File: src/rtl/dr_pkg.sv
// Shared types and rail codes for the dual-rail adder.
// Pair layout: [1] = true rail, [0] = false rail.
package dr_pkg;

    typedef logic [1:0] rail_t;

    localparam rail_t DR_NULL = 2'b00;
    localparam rail_t DR_F    = 2'b01;
    localparam rail_t DR_T    = 2'b10;
    localparam rail_t DR_ILL  = 2'b11;

    typedef enum logic [1:0] {IDLE, OUT, RTZ} dr_add_state_e;

    // Value code for one bit. It doubles as the TP toggle mask for that bit.
    function automatic rail_t dr_code(input logic v);
        return v ? DR_T : DR_F;
    endfunction

endpackage

File: src/rtl/dr_pair_decode.sv
// Completion/value/illegal decode for one dual-rail pair.
// FP looks at the raw code; TP looks at which rails moved relative to the reference.
module dr_pair_decode
    import dr_pkg::*;
#(
    parameter string ENC = "TP"
) (
    input  rail_t pair_i,
    input  rail_t ref_i,
    output logic  complete_o,
    output logic  value_o,
    output logic  illegal_o
);

    localparam bit IsTp = (ENC == "TP");

    rail_t diff;

    // Once the toggle set is formed, TP decodes exactly like an FP code.
    assign diff       = IsTp ? (pair_i ^ ref_i) : pair_i;
    assign complete_o = (diff == DR_F) || (diff == DR_T);
    assign value_o    = diff[1];
    assign illegal_o  = (diff == DR_ILL);

endmodule

File: src/rtl/dr_adder_n_clk.sv
// Clocked WIDTH-bit dual-rail adder with FP (RTZ) or TP (toggle) handshake.
// Define DR_ADDER_INPUT_SYNC_EN to add 2-flop synchronisers on every input rail and out_ack.
module dr_adder_n_clk
    import dr_pkg::*;
#(
    parameter string       ENC   = "TP",
    parameter int unsigned WIDTH = 4
) (
    input  logic                   clk,
    input  logic                   rst,
    input  logic [WIDTH-1:0][1:0]  a,
    input  logic [WIDTH-1:0][1:0]  b,
    input  logic [1:0]             c_in,
    input  logic                   out_ack,
    output logic [WIDTH-1:0][1:0]  s,
    output logic [1:0]             c_out,
    output logic                   in_ack,
    output logic                   err
);

    localparam bit IsTp = (ENC == "TP");

    logic [WIDTH-1:0][1:0] a_in, b_in;
    rail_t                 c_in_s;
    logic                  ack_in;

`ifdef DR_ADDER_INPUT_SYNC_EN
    localparam int unsigned SyncW = 4 * WIDTH + 3;
    logic [SyncW-1:0] sync1_q, sync2_q;

    always_ff @(posedge clk or posedge rst) begin
        if (rst) begin
            sync1_q <= '0;
            sync2_q <= '0;
        end else begin
            sync1_q <= {a, b, c_in, out_ack};
            sync2_q <= sync1_q;
        end
    end

    assign {a_in, b_in, c_in_s, ack_in} = sync2_q;
`else
    assign a_in   = a;
    assign b_in   = b;
    assign c_in_s = c_in;
    assign ack_in = out_ack;
`endif

    dr_add_state_e         state_q, state_d;
    logic [WIDTH-1:0][1:0] s_q, s_d;
    rail_t                 cout_q, cout_d;
    logic                  in_ack_q, in_ack_d;
    logic                  err_q, err_d;
    logic                  rtz_null_q, rtz_null_d;
    logic [WIDTH-1:0][1:0] a_ref_q, a_ref_d, b_ref_q, b_ref_d;
    rail_t                 c_ref_q, c_ref_d;
    logic                  ack_ref_q, ack_ref_d;

    logic [WIDTH-1:0] a_cmp, a_val, a_ill, b_cmp, b_val, b_ill;
    logic             c_cmp, c_val, c_ill;

    for (genvar i = 0; i < WIDTH; i++) begin : g_dec
        dr_pair_decode #(.ENC(ENC)) u_a (
            .pair_i     (a_in[i]),
            .ref_i      (a_ref_q[i]),
            .complete_o (a_cmp[i]),
            .value_o    (a_val[i]),
            .illegal_o  (a_ill[i])
        );
        dr_pair_decode #(.ENC(ENC)) u_b (
            .pair_i     (b_in[i]),
            .ref_i      (b_ref_q[i]),
            .complete_o (b_cmp[i]),
            .value_o    (b_val[i]),
            .illegal_o  (b_ill[i])
        );
    end

    dr_pair_decode #(.ENC(ENC)) u_c (
        .pair_i     (c_in_s),
        .ref_i      (c_ref_q),
        .complete_o (c_cmp),
        .value_o    (c_val),
        .illegal_o  (c_ill)
    );

    logic           all_cmp, any_ill, all_null;
    logic [WIDTH:0] sum;

    assign all_cmp  = (&a_cmp) && (&b_cmp) && c_cmp;
    assign any_ill  = (|a_ill) || (|b_ill) || c_ill;
    assign all_null = (a_in == '0) && (b_in == '0) && (c_in_s == DR_NULL);
    assign sum      = {1'b0, a_val} + {1'b0, b_val} + {{WIDTH{1'b0}}, c_val};

    always_comb begin
        state_d    = state_q;
        s_d        = s_q;
        cout_d     = cout_q;
        in_ack_d   = in_ack_q;
        err_d      = err_q;
        rtz_null_d = rtz_null_q;
        a_ref_d    = a_ref_q;
        b_ref_d    = b_ref_q;
        c_ref_d    = c_ref_q;
        ack_ref_d  = ack_ref_q;

        // A latched error freezes everything; an illegal code beats a same-cycle completion.
        if (err_q) begin
            err_d = 1'b1;
        end else if (any_ill) begin
            err_d = 1'b1;
        end else begin
            unique case (state_q)
                IDLE: begin
                    if (all_cmp) begin
                        for (int i = 0; i < int'(WIDTH); i++) begin
                            s_d[i] = IsTp ? (s_q[i] ^ dr_code(sum[i])) : dr_code(sum[i]);
                        end
                        cout_d  = IsTp ? (cout_q ^ dr_code(sum[WIDTH])) : dr_code(sum[WIDTH]);
                        state_d = OUT;
                    end
                end
                OUT: begin
                    if (IsTp) begin
                        if (ack_in != ack_ref_q) begin
                            in_ack_d  = ~in_ack_q;
                            a_ref_d   = a_in;
                            b_ref_d   = b_in;
                            c_ref_d   = c_in_s;
                            ack_ref_d = ack_in;
                            state_d   = IDLE;
                        end
                    end else if (ack_in) begin
                        in_ack_d   = 1'b1;
                        rtz_null_d = 1'b0;
                        state_d    = RTZ;
                    end
                end
                RTZ: begin
                    // Two legs: outputs return to NULL first, then wait for ack to drop.
                    if (!rtz_null_q) begin
                        if (all_null && ack_in) begin
                            s_d        = '0;
                            cout_d     = DR_NULL;
                            rtz_null_d = 1'b1;
                        end
                    end else if (!ack_in) begin
                        in_ack_d   = 1'b0;
                        rtz_null_d = 1'b0;
                        state_d    = IDLE;
                    end
                end
                default: state_d = IDLE;
            endcase
        end
    end

    always_ff @(posedge clk or posedge rst) begin
        if (rst) begin
            state_q    <= IDLE;
            s_q        <= '0;
            cout_q     <= DR_NULL;
            in_ack_q   <= 1'b0;
            err_q      <= 1'b0;
            rtz_null_q <= 1'b0;
            a_ref_q    <= '0;
            b_ref_q    <= '0;
            c_ref_q    <= DR_NULL;
            ack_ref_q  <= 1'b0;
        end else begin
            state_q    <= state_d;
            s_q        <= s_d;
            cout_q     <= cout_d;
            in_ack_q   <= in_ack_d;
            err_q      <= err_d;
            rtz_null_q <= rtz_null_d;
            a_ref_q    <= a_ref_d;
            b_ref_q    <= b_ref_d;
            c_ref_q    <= c_ref_d;
            ack_ref_q  <= ack_ref_d;
        end
    end

    assign s      = s_q;
    assign c_out  = cout_q;
    assign in_ack = in_ack_q;
    assign err    = err_q;

endmodule

File: config.mk
export PLATFORM = sky130hd
export DESIGN_NAME = dr_adder_n_clk
export DESIGN_NICKNAME = d
export VERILOG_FILES = /design/src/rtl/dr_pkg.sv /design/src/rtl/dr_pair_decode.sv /design/src/rtl/dr_adder_n_clk.sv
export SDC_FILE = /design/constraint.sdc
export NUM_CORES = 1
export LEC_CHECK = 0
export ABC_AREA = 1
export CAP_MARGIN = 20
export CORE_MARGIN = 5
export CORE_UTILIZATION = 54
export DETAILED_ROUTE_END_ITERATION = 10
export GPL_TIMING_DRIVEN = 1
export PLACE_DENSITY_LB_ADDON = 0.3
export SYNTH_ARGS = -nofsm -noshare
export SYNTH_HDL_FRONTEND = slang
export SYNTH_HIERARCHICAL = 1
export SYNTH_SLANG_ARGS = --single-unit
File: constraint.sdc
create_clock -name clk -period 5.9 [get_ports clk]
set_clock_uncertainty 0.1 [all_clocks]
set_input_delay 0.59 -clock clk [delete_from_list [all_inputs] [get_ports clk]]
set_output_delay 0.59 -clock clk [all_outputs]
set_load 0.05 [all_outputs]
# ---- Word-level counts from Yosys, hierarchy flattened
# Index checks and enable logic that the tools add are counted.
# W data, S select, Z words.
dict set report classes {
  n_addsub 2
  n_eq_ne 36
  n_mux 27
  bitwise_logic 17
  reduce_logical 31
}
# op n
set ops {}
lappend ops {{$eq A2 B2 Y1 const B} 19}
lappend ops {{$xor A2 B2 Y2} 14}
lappend ops {{$mux W2} 12}
lappend ops {{$mux W8} 3}
lappend ops {{$eq A2 B1 Y1 const B} 10}
lappend ops {{$reduce_and A6 Y1} 3}
lappend ops {{$logic_not A8 Y1} 2}
lappend ops {{$pmux W8 S2} 1}
lappend ops {{$ne A2 B2 Y1 const B} 6}
lappend ops {{$reduce_and A4 Y1} 3}
lappend ops {{$logic_or A1 B1 Y1} 11}
lappend ops {{$mux W1} 8}
lappend ops {{$reduce_or A4 Y1} 2}
lappend ops {{$pmux W2 S3} 1}
lappend ops {{$add A4 B4 Y5} 1}
lappend ops {{$add A5 B1 Y5} 1}
lappend ops {{$logic_and A1 B1 Y1} 5}
lappend ops {{$logic_not A2 Y1} 2}
lappend ops {{$pmux W2 S2} 1}
lappend ops {{$reduce_bool A2 Y1} 2}
lappend ops {{$not A1 Y1} 3}
lappend ops {{$reduce_and A3 Y1} 1}
lappend ops {{$pmux W1 S2} 1}
lappend ops {{$ne A1 B1 Y1} 1}
dict set report word_totals {
  ff_bits 34
  inputBits 21
  out_inout_bits 12
  word_cells 132
}

# ---- Longest topological paths before layout
# Gate-level depths: netlist of run 1.
dict set report depth {
  ltp_word 8
  mapped_depth 13
}

# ---- Modules after synthesis
# Netlist of run 1, hierarchy kept.
# module instances area_each_um2 seq_area_each_um2 cells_per_inst
set by_module_without_submodules {}
lappend by_module_without_submodules {dr_adder_n_clk 1 1580.3 800.8 195}
lappend by_module_without_submodules {dr_pair_decode 9 50.0 0.0 11}

# ---- Worst setup path before layout of run 1
# OpenSTA, ideal clock, no wires.
dict set report synth_timing {
  path_type {input to register}
  startpoint {input a[1] (netlist name)}
  endpoint {register s_q (netlist bit s[3])}
  path_buffers 0
  cell_stages 8
  setup_time_ns 0.122
  arrival_time_ns 1.874
  slack_ns 3.804
  path_cell_list {inv_1 > nand2_1 > nand2_1 > fa_1 > inv_1 > fa_1 > o21ai_1 > nand2_1}
}
dict set report synth_via {
  elab_chain_len 8
  word_cells_on_any_way 25
}
# item line
set synth_lines {}
lappend synth_lines {{start: declaration} dr_adder_n_clk.sv:11} ;# input logic [WIDTH-1:0][1:0] a,
lappend synth_lines {{$xor A2 B2 Y2 (*)} dr_pair_decode.sv:20} ;# assign diff = IsTp ? (pair_i ^ ref_i) : pair_i;
lappend synth_lines {{via a_val[0]} dr_adder_n_clk.sv:59} ;# logic [WIDTH-1:0] a_cmp, a_val, a_ill, b_cmp, b_val, b_ill;
lappend synth_lines {{branches (longest 7 deep; another with $add A4 B4 Y5)} -}
lappend synth_lines {{end signal: assignment} dr_adder_n_clk.sv:161} ;# s_q <= '0;
lappend synth_lines {{end signal: assignment} dr_adder_n_clk.sv:172} ;# s_q <= s_d;
lappend synth_lines {{end: declaration} dr_adder_n_clk.sv:50} ;# logic [WIDTH-1:0][1:0] s_q, s_d;
# Mark *: on every way through the listed nets, which the timed path passes. The select of a mux whose other input is x is not followed.
# A chain may end at the register's enable or synchronous reset.

# ---- Worst setup path in the final report of run 1
dict set report layout_timing {
  startpoint {input b[3] (netlist name)}
  endpoint {register a_ref_q[6] (netlist name)}
}
dict set report layout_via {
  elab_chain_len 7
}
# item line
set layout_lines {}
lappend layout_lines {{start: declaration} dr_adder_n_clk.sv:12} ;# input logic [WIDTH-1:0][1:0] b,
lappend layout_lines {{$xor A2 B2 Y2} dr_pair_decode.sv:20}
lappend layout_lines {{via b_val[1]} dr_adder_n_clk.sv:59}
lappend layout_lines {{$eq A2 B2 Y1} dr_pair_decode.sv:23} ;# assign illegal_o = (diff == DR_ILL);
lappend layout_lines {{via b_ill[1]} dr_adder_n_clk.sv:59}
lappend layout_lines {{$reduce_or A4 Y1} dr_adder_n_clk.sv:91} ;# assign any_ill = (|a_ill) || (|b_ill) || c_ill;
lappend layout_lines {{$logic_or A1 B1 Y1 (2 in series)} dr_adder_n_clk.sv:91}
lappend layout_lines {{$not A1 Y1 (no line)} -}
lappend layout_lines {{$reduce_and A4 Y1 (no line)} -}
lappend layout_lines {{end signal: assignment} dr_adder_n_clk.sv:177} ;# a_ref_q <= a_ref_d;
lappend layout_lines {{end: declaration} dr_adder_n_clk.sv:55} ;# logic [WIDTH-1:0][1:0] a_ref_q, a_ref_d, b_ref_q, b_ref_d;
# The timed path passes the listed nets, and every way through them passes these cells.

==> key figures, run 1 <==
Critical path
  – Arr. time, crit path: 2760 ps
  – Critical path's top delay family: simple AND/OR/NAND/NOR gates
  – Critical Path Start: b[3]
  – Worst Path Buf+Inv: 3
  – Kind of critical path: input pin to flop
  – Worst Setup End Kind: flop
  – CP max stage cell: clkdlybuf4s50_1
  – Critical Path RT: 6010 ps
  – Crit path top cell by count: nand2_1
  – Max incr delay on CP: 500 ps
  – Reg-to-Reg Start: b_ref_q[1]$_DFFE_PP0P_
  – Crit-path max FO: 21
  – Startpoint Class: input pin
  – Crit-path cells: clkdlybuf4s50_1, inv_1, nand2_1, nand2_1, ha_1, nor2_1, nand3_1, nor2_4, nand2_2, inv_2, nand2_1, nand2_1

Global route
  – Initial antenna violation count: 0
  – Vias in the first global route: 1,588
  – Overall global routing resource usage: 16.61%
  – Global route overflow: 0
  – Met1 usage: 21.80%
  – Global-route wire length before repair: 6.837 mm
  – Routing usage on met3: 3.927%
  – Pin count of the biggest net entering global routing: 33
  – Met2 usage: 27.55%
  – Most used routing layer: met2

CTS
  – Clock Sinks: 32
  – # resized after CTS: 0
  – Reg clk slew, reported paths: 60 ps
  – Total CTS buffers: 5
  – CTS Hold Buffers Added: 0
  – Root Driver: clkbuf_8
  – CTS tree: built
  – CTS H-tree depth: 2
  – Postcts setup bufs: 0
  – Clk buf depth: 2
  – Worst-Skew Late Latency: 270 ps

Placement
  – Final GP Congestion: 0.8926
  – Post-DP HPWL: 3.133 mm
  – Placed Area: 2376 µm²
  – I/O Buffers: 32
  – Placed insts: 370

Power and ir drop
  – Pleak: 1.382 nW
  – PD cells: 186.9 nW/µm²
  – VDD IR-drop max: 0.0001788 V

Timing
  – Slew Limit Fails: 0
  – Final period utilization: 44.83%
  – Fin Setup TNS: 0 ps
  – RSZ-0062 raised after global routing: false
  – Final setup fails: 0
  – Fmax: 378.1 MHz
  – Tmin final: 2645 ps
  – Hold slack: 392.2 ps
  – Hold Fails Final Rpt: 0
  – Worst Tran Pin Value: 515.2 ps
  – Slew HR: 65.55%

Floorplanning
  – Die X: 71.33 µm
  – IO Pins: 33
  – Chip Height: 71.33 µm
  – Die area: 5087 µm²
  – Total core area: 3661 µm²
  – FP Rows: 22
  – Initial core utilization: 55.47%

Worst hold path
  – Worst hold-check path type: flop to flop
  – Origin of the worst min-delay path: s[7]$_DFFE_PP0P_

Route
  – DRC Markers: 0
  – Vias: 1,751
  – Routed WL: 4.066 mm
  – Via density per instance: 4.645
  – DR WL/cell: 10.79 µm
  – Pre-antenna DRT Iters: 4
  – Remaining antenna violation count after routing: 0
  – Iter 0 DRT Violations: 153

Cells and area
  – Final Non-Filler Cells: 377
  – Final net count: 364
  – Inserted Diodes: 0
  – Share of post-route cells with drive strength above 1: 5.167%
  – Fill cells: 308
  – Finished Cell Area: 2472 µm²
  – Sequential cell area: 800.8 µm²
  – Multi-input gate area: 992.2 µm²
  – Layout Area Growth over Synthesis: 21.75%

Yosys
  – Gate Count Post-Synth: 294
  – Share of the synthesized area in the top cell type: 39.43%
  – Yosys warnings: 6
  – Post-synthesis register bit count: 32
  – Unique masters post-synth: 21
  – Post-Syn Nets: 329
  – Mapped Avg Cell Area: 6.907 µm²
  – Area contributors post-synth: dfrtp_1 (39%), nand2_1 (27%), inv_1 (9.4%)
  – Seq/Total Area, Yosys: 39.43%
  – Post-Syn Area: 2031 µm²
  – Synth area leader: dfrtp_1

Job
  – Max cap viols: 0

Outcome
  – Status: finished, final reports clean
synthesized netlist by cell type (all sizes together):
cell type and number:
a21oi 3, buf 5, dfrtp 32, fa 2, ha 12, inv 52
nand2 149, nand3 6, nand3b 6, nand4 1, nor2 17, o21ai 7
xnor2 2
flip-flops by register name (all words and copies together) (netlist names):
register   cells
a_ref_q        8
b_ref_q        8
s              8
c_out          2
c_ref_q        2
ack_ref_q      1
err            1
in_ack         1
state_q        1
layer usage:
metal / vias to the layer above / part of all wire (%)
li1: 933 / -
met5: - / 0
met1: 781 / 47
met4: 0 / 0.69
met3: 4 / 5.2
met2: 33 / 47
cell type report:
cell class              instances  share of cell area, %
well taps                      48                  2.429
flip-flops and latches         32                  32.39
clock buffers                   7                  3.897
multi-input cells             205                  40.13
inverters                      52                  7.895
repair buffers                 33                  13.26
placed cells by master (no fill, tap or decap):
master / count
fa_1: 2
clkbuf_8: 7
xnor2_1: 1
dfrtp_1: 32
nor2_1: 13
inv_2: 1
nand3b_1: 6
nor2_2: 3
clkdlybuf4s50_1: 32
nand2_1: 146
nor2_4: 1
buf_4: 1
o21ai_1: 4
nand3_1: 6
inv_1: 51
o21ai_0: 3
a21oi_1: 3
xnor2_2: 1
ha_1: 12
nand2_2: 3
nand4_1: 1
tightest hold or removal path, cell delays in order, from the launching register on:
cell and delay [ps]:
dfrtp_1 360, nand2_1 60, nand2_1 50
metrics by stage:
stage | setup slack, ps | util, % | power (W)
5_1_grt | 3098 | 67.53 | 0.0004856
6_report | 3255 | 67.53 | 0.0004620
3_3_place_gp | 3010 | 64.90 | 0.0002854
3_5_place_dp | 2967 | 64.90 | 0.0002874
4_1_cts | 3245 | 67.53 | 0.0004663
2_1_floorplan | 3804 | - | 0.0002604
where the power goes:
group	switching [W]	internal, W
logic	0.0000366	0.0000277
registers	0.0000000139	0.000219
clock network	0.0000744	0.000104
total	0.000111	0.000351
path summary, 6_finish.rpt:
kind / endpoint / depth (start not counted) / slack [ps]
min: s[7]$_DFFE_PP0P_ / 2 / 390
min reg2reg: s[7]$_DFFE_PP0P_ / 2 / 390
max reg2reg: c_out[0]$_DFFE_PP0P_ / 10 / 3700
min in group asynchronous: a_ref_q[1]$_DFFE_PP0P_ / 3 / 610
max: a_ref_q[6]$_DFFE_PP0P_ / 12 / 3260
max in group asynchronous: c_out[0]$_DFFE_PP0P_ / 3 / 4800
cell families (layout without fill, tap and decap cells):
| kind of cell | after synthesis | after routing | share of synthesized area (%) |
|---|---|---|---|
| AND/OR/NAND/NOR | 179 | 179 | 35.80 |
| adder cells (fa/ha/maj) | 14 | 14 | 9.365 |
| XOR/XNOR | 2 | 2 | 1.233 |
| AO/OA/AOI/OAI | 10 | 10 | 2.464 |
| flip-flops | 32 | 32 | 39.43 |
| buffers and inverters | 57 | 92 | 11.71 |
Power figures use the tool's default switching activity.
==> inputs of run 2 (changes only) <==
--- a/config.mk
+++ b/config.mk
@@ -8,7 +8,7 @@
 export ABC_AREA = 1
 export CAP_MARGIN = 20
 export CORE_MARGIN = 5
-export CORE_UTILIZATION = 54
+export CORE_UTILIZATION = 53
 export DETAILED_ROUTE_END_ITERATION = 10
 export GPL_TIMING_DRIVEN = 1
 export PLACE_DENSITY_LB_ADDON = 0.3
==> constraint.sdc (replaced) <==
create_clock -name clk -period 2.61 [get_ports clk]
set_clock_uncertainty 0.1 [all_clocks]
set_input_delay 0.261 -clock clk [delete_from_list [all_inputs] [get_ports clk]]
set_output_delay 0.261 -clock clk [all_outputs]
set_load 0.05 [all_outputs]
==> run 2 against run 1 <==
Against the previous run:
- routed wire length is 0.93% lower
- sequential cell count stayed put
- largest power group unchanged
- non-clock buffer count is 1 higher
==> key figures, run 2 (synthesized netlist as in run 1, its figures left out) <==
Cells and area
  – Sequential cell area: 800.8 µm²
  – Inserted Diodes: 0
  – Final net count: 365
  – Layout Area Growth over Synthesis: 21.93%
  – Fill cells: 331
  – Multi-input gate area: 992.2 µm²
  – Finished Cell Area: 2476 µm²
  – Share of post-route cells with drive strength above 1: 5.740%
  – Commonest non-fill, non-tap cell in the layout: nand2_1
  – Most frequent cells in the layout: nand2_1 (146), inv_1 (51), dfrtp_1 (32), clkdlybuf4s50_1 (32), nor2_1 (13)

CTS
  – Root Driver: clkbuf_8
  – Total CTS buffers: 5
  – Clock Sinks: 32
  – # resized after CTS: 0
  – CTS Hold Buffers Added: 0
  – Reg clk slew, reported paths: 60 ps
  – Worst-Skew Late Latency: 290 ps
  – CTS tree: built
  – Postcts setup bufs: 0
  – Clk buf depth: 2
  – CTS H-tree depth: 2

Critical path
  – Critical Path RT: 2680 ps
  – Crit path top cell by count: nand2_1
  – Kind of critical path: input pin to flop
  – Crit-path max FO: 4
  – Crit-path cells: clkdlybuf4s50_1, nand2_1, nand2_1, fa_1, inv_1, fa_1, o21ai_0, nor2_1, nand2_1, nand2_1
  – CP max stage cell: clkdlybuf4s50_1
  – Max incr delay on CP: 520 ps
  – Arr. time, crit path: 2250 ps
  – Startpoint Class: input pin
  – Worst Setup End Kind: flop

Floorplanning
  – Chip Height: 71.90 µm
  – Total core area: 3689 µm²
  – FP Rows: 22
  – Initial core utilization: 55.05%
  – IO Pins: 33
  – Die area: 5170 µm²
  – Die X: 71.90 µm

Route
  – Vias: 1,759
  – DR WL/cell: 10.63 µm
  – Via density per instance: 4.641
  – Remaining antenna violation count after routing: 0
  – DRC Markers: 0
  – Iter 0 DRT Violations: 111
  – Pre-antenna DRT Iters: 4
  – Routed WL: 4.028 mm

Timing
  – Fin Setup TNS: 0 ps
  – Hold Fails Final Rpt: 0
  – Worst Tran Pin Value: 492.7 ps
  – Final setup fails: 0
  – Slew HR: 67.05%
  – Slew Limit Fails: 0
  – Final period utilization: 83.33%
  – Tmin final: 2175 ps
  – Fmax: 459.8 MHz
  – RSZ-0062 raised after global routing: false

Global route
  – Vias in the first global route: 1,711
  – Global-route wire length before repair: 7.155 mm
  – Pin count of the biggest net entering global routing: 33
  – Initial antenna violation count: 0
  – Overall global routing resource usage: 17.61%
  – Global route overflow: 0

Worst hold path
  – Worst hold-check path type: input pin to async pin

Placement
  – I/O Buffers: 32
  – Final GP Congestion: 0.7992
  – Post-DP HPWL: 2.988 mm
  – Placed Area: 2384 µm²

Power and ir drop
  – Pleak: 1.387 nW
  – PD cells: 415.0 nW/µm²
  – VDD IR-drop max: 0.0002197 V
  – Total power draw: 0.001028 W

Job
  – Max cap viols: 0

Outcome
  – Status: finished, final reports clean
==> run 2: cell types whose count changed in the layout (fill, tap and decap cells not counted), sizes merged <==
cell and delta:
clkbuf -1, clkinv +2, buf +1
==> run 2: final timing paths <==
path	start	end	slack [ps]	cells past startpoint
worst min register to register	s[6]$_DFFE_PP0P_	s[6]$_DFFE_PP0P_	390	2
worst max register to register	b_ref_q[1]$_DFFE_PP0P_	c_out[0]$_DFFE_PP0P_	500	10
min in group clk	s[6]$_DFFE_PP0P_	s[6]$_DFFE_PP0P_	390	2
worst max-delay path	b[1]	c_out[0]$_DFFE_PP0P_	440	10
worst min-delay path	rst	s[2]$_DFFE_PP0P_	270	3
max in group asynchronous	rst	b_ref_q[5]$_DFFE_PP0P_	1840	3
==> run 2: per-stage QoR <==
stage / util [%] / hold slack (ps) / setup WS (ps) / instances
3_3_place_gp: 64.62 / 367.3 / 254.1 / 371
5_1_grt: 67.13 / 316.7 / 278.5 / 379
4_1_cts: 67.13 / 276.6 / 449.3 / 379
3_5_place_dp: 64.62 / 377.9 / 140.6 / 371
6_report: 67.13 / 274.5 / 435.1 / 379
2_1_floorplan: - / 270.6 / 737.3 / 294
==> run 2: cell type report <==
| cell class | instances | share of cell area [%] |
|---|---|---|
| Clock buffer | 6 | 3.335 |
| Clock inverter | 2 | 0.4042 |
| Inverter | 52 | 7.883 |
| Multi-Input combinational cell | 205 | 40.07 |
| Sequential cell | 32 | 32.34 |
| Tap cell | 48 | 2.425 |
| Timing Repair Buffer | 34 | 13.54 |
==> run 2: worst max-delay path: cells and delay by family <==
| family | cells | cell delay (ps) |
|---|---|---|
| AND/OR/NAND/NOR | 5 | 390 |
| AO/OA/AOI/OAI | 1 | 390 |
| adder cells (fa/ha/maj) | 2 | 610 |
| buffers and inverters | 2 | 580 |
==> run 2: power breakdown <==
group	switching, W	internal [W]	leakage (nW)	total [W]
Combinational	0.0000800	0.0000621	0.899	0.000142
Clock	0.000180	0.000210	0.0510	0.000390
Sequential	0.0000000300	0.000496	0.437	0.000496
==> run 2: per-layer routing <==
metal	share of wire, %	track usage, %
met5	0	0
met1	48	21.89
met2	46	29.29
met3	4.5	4.848
met4	1.5	6.472
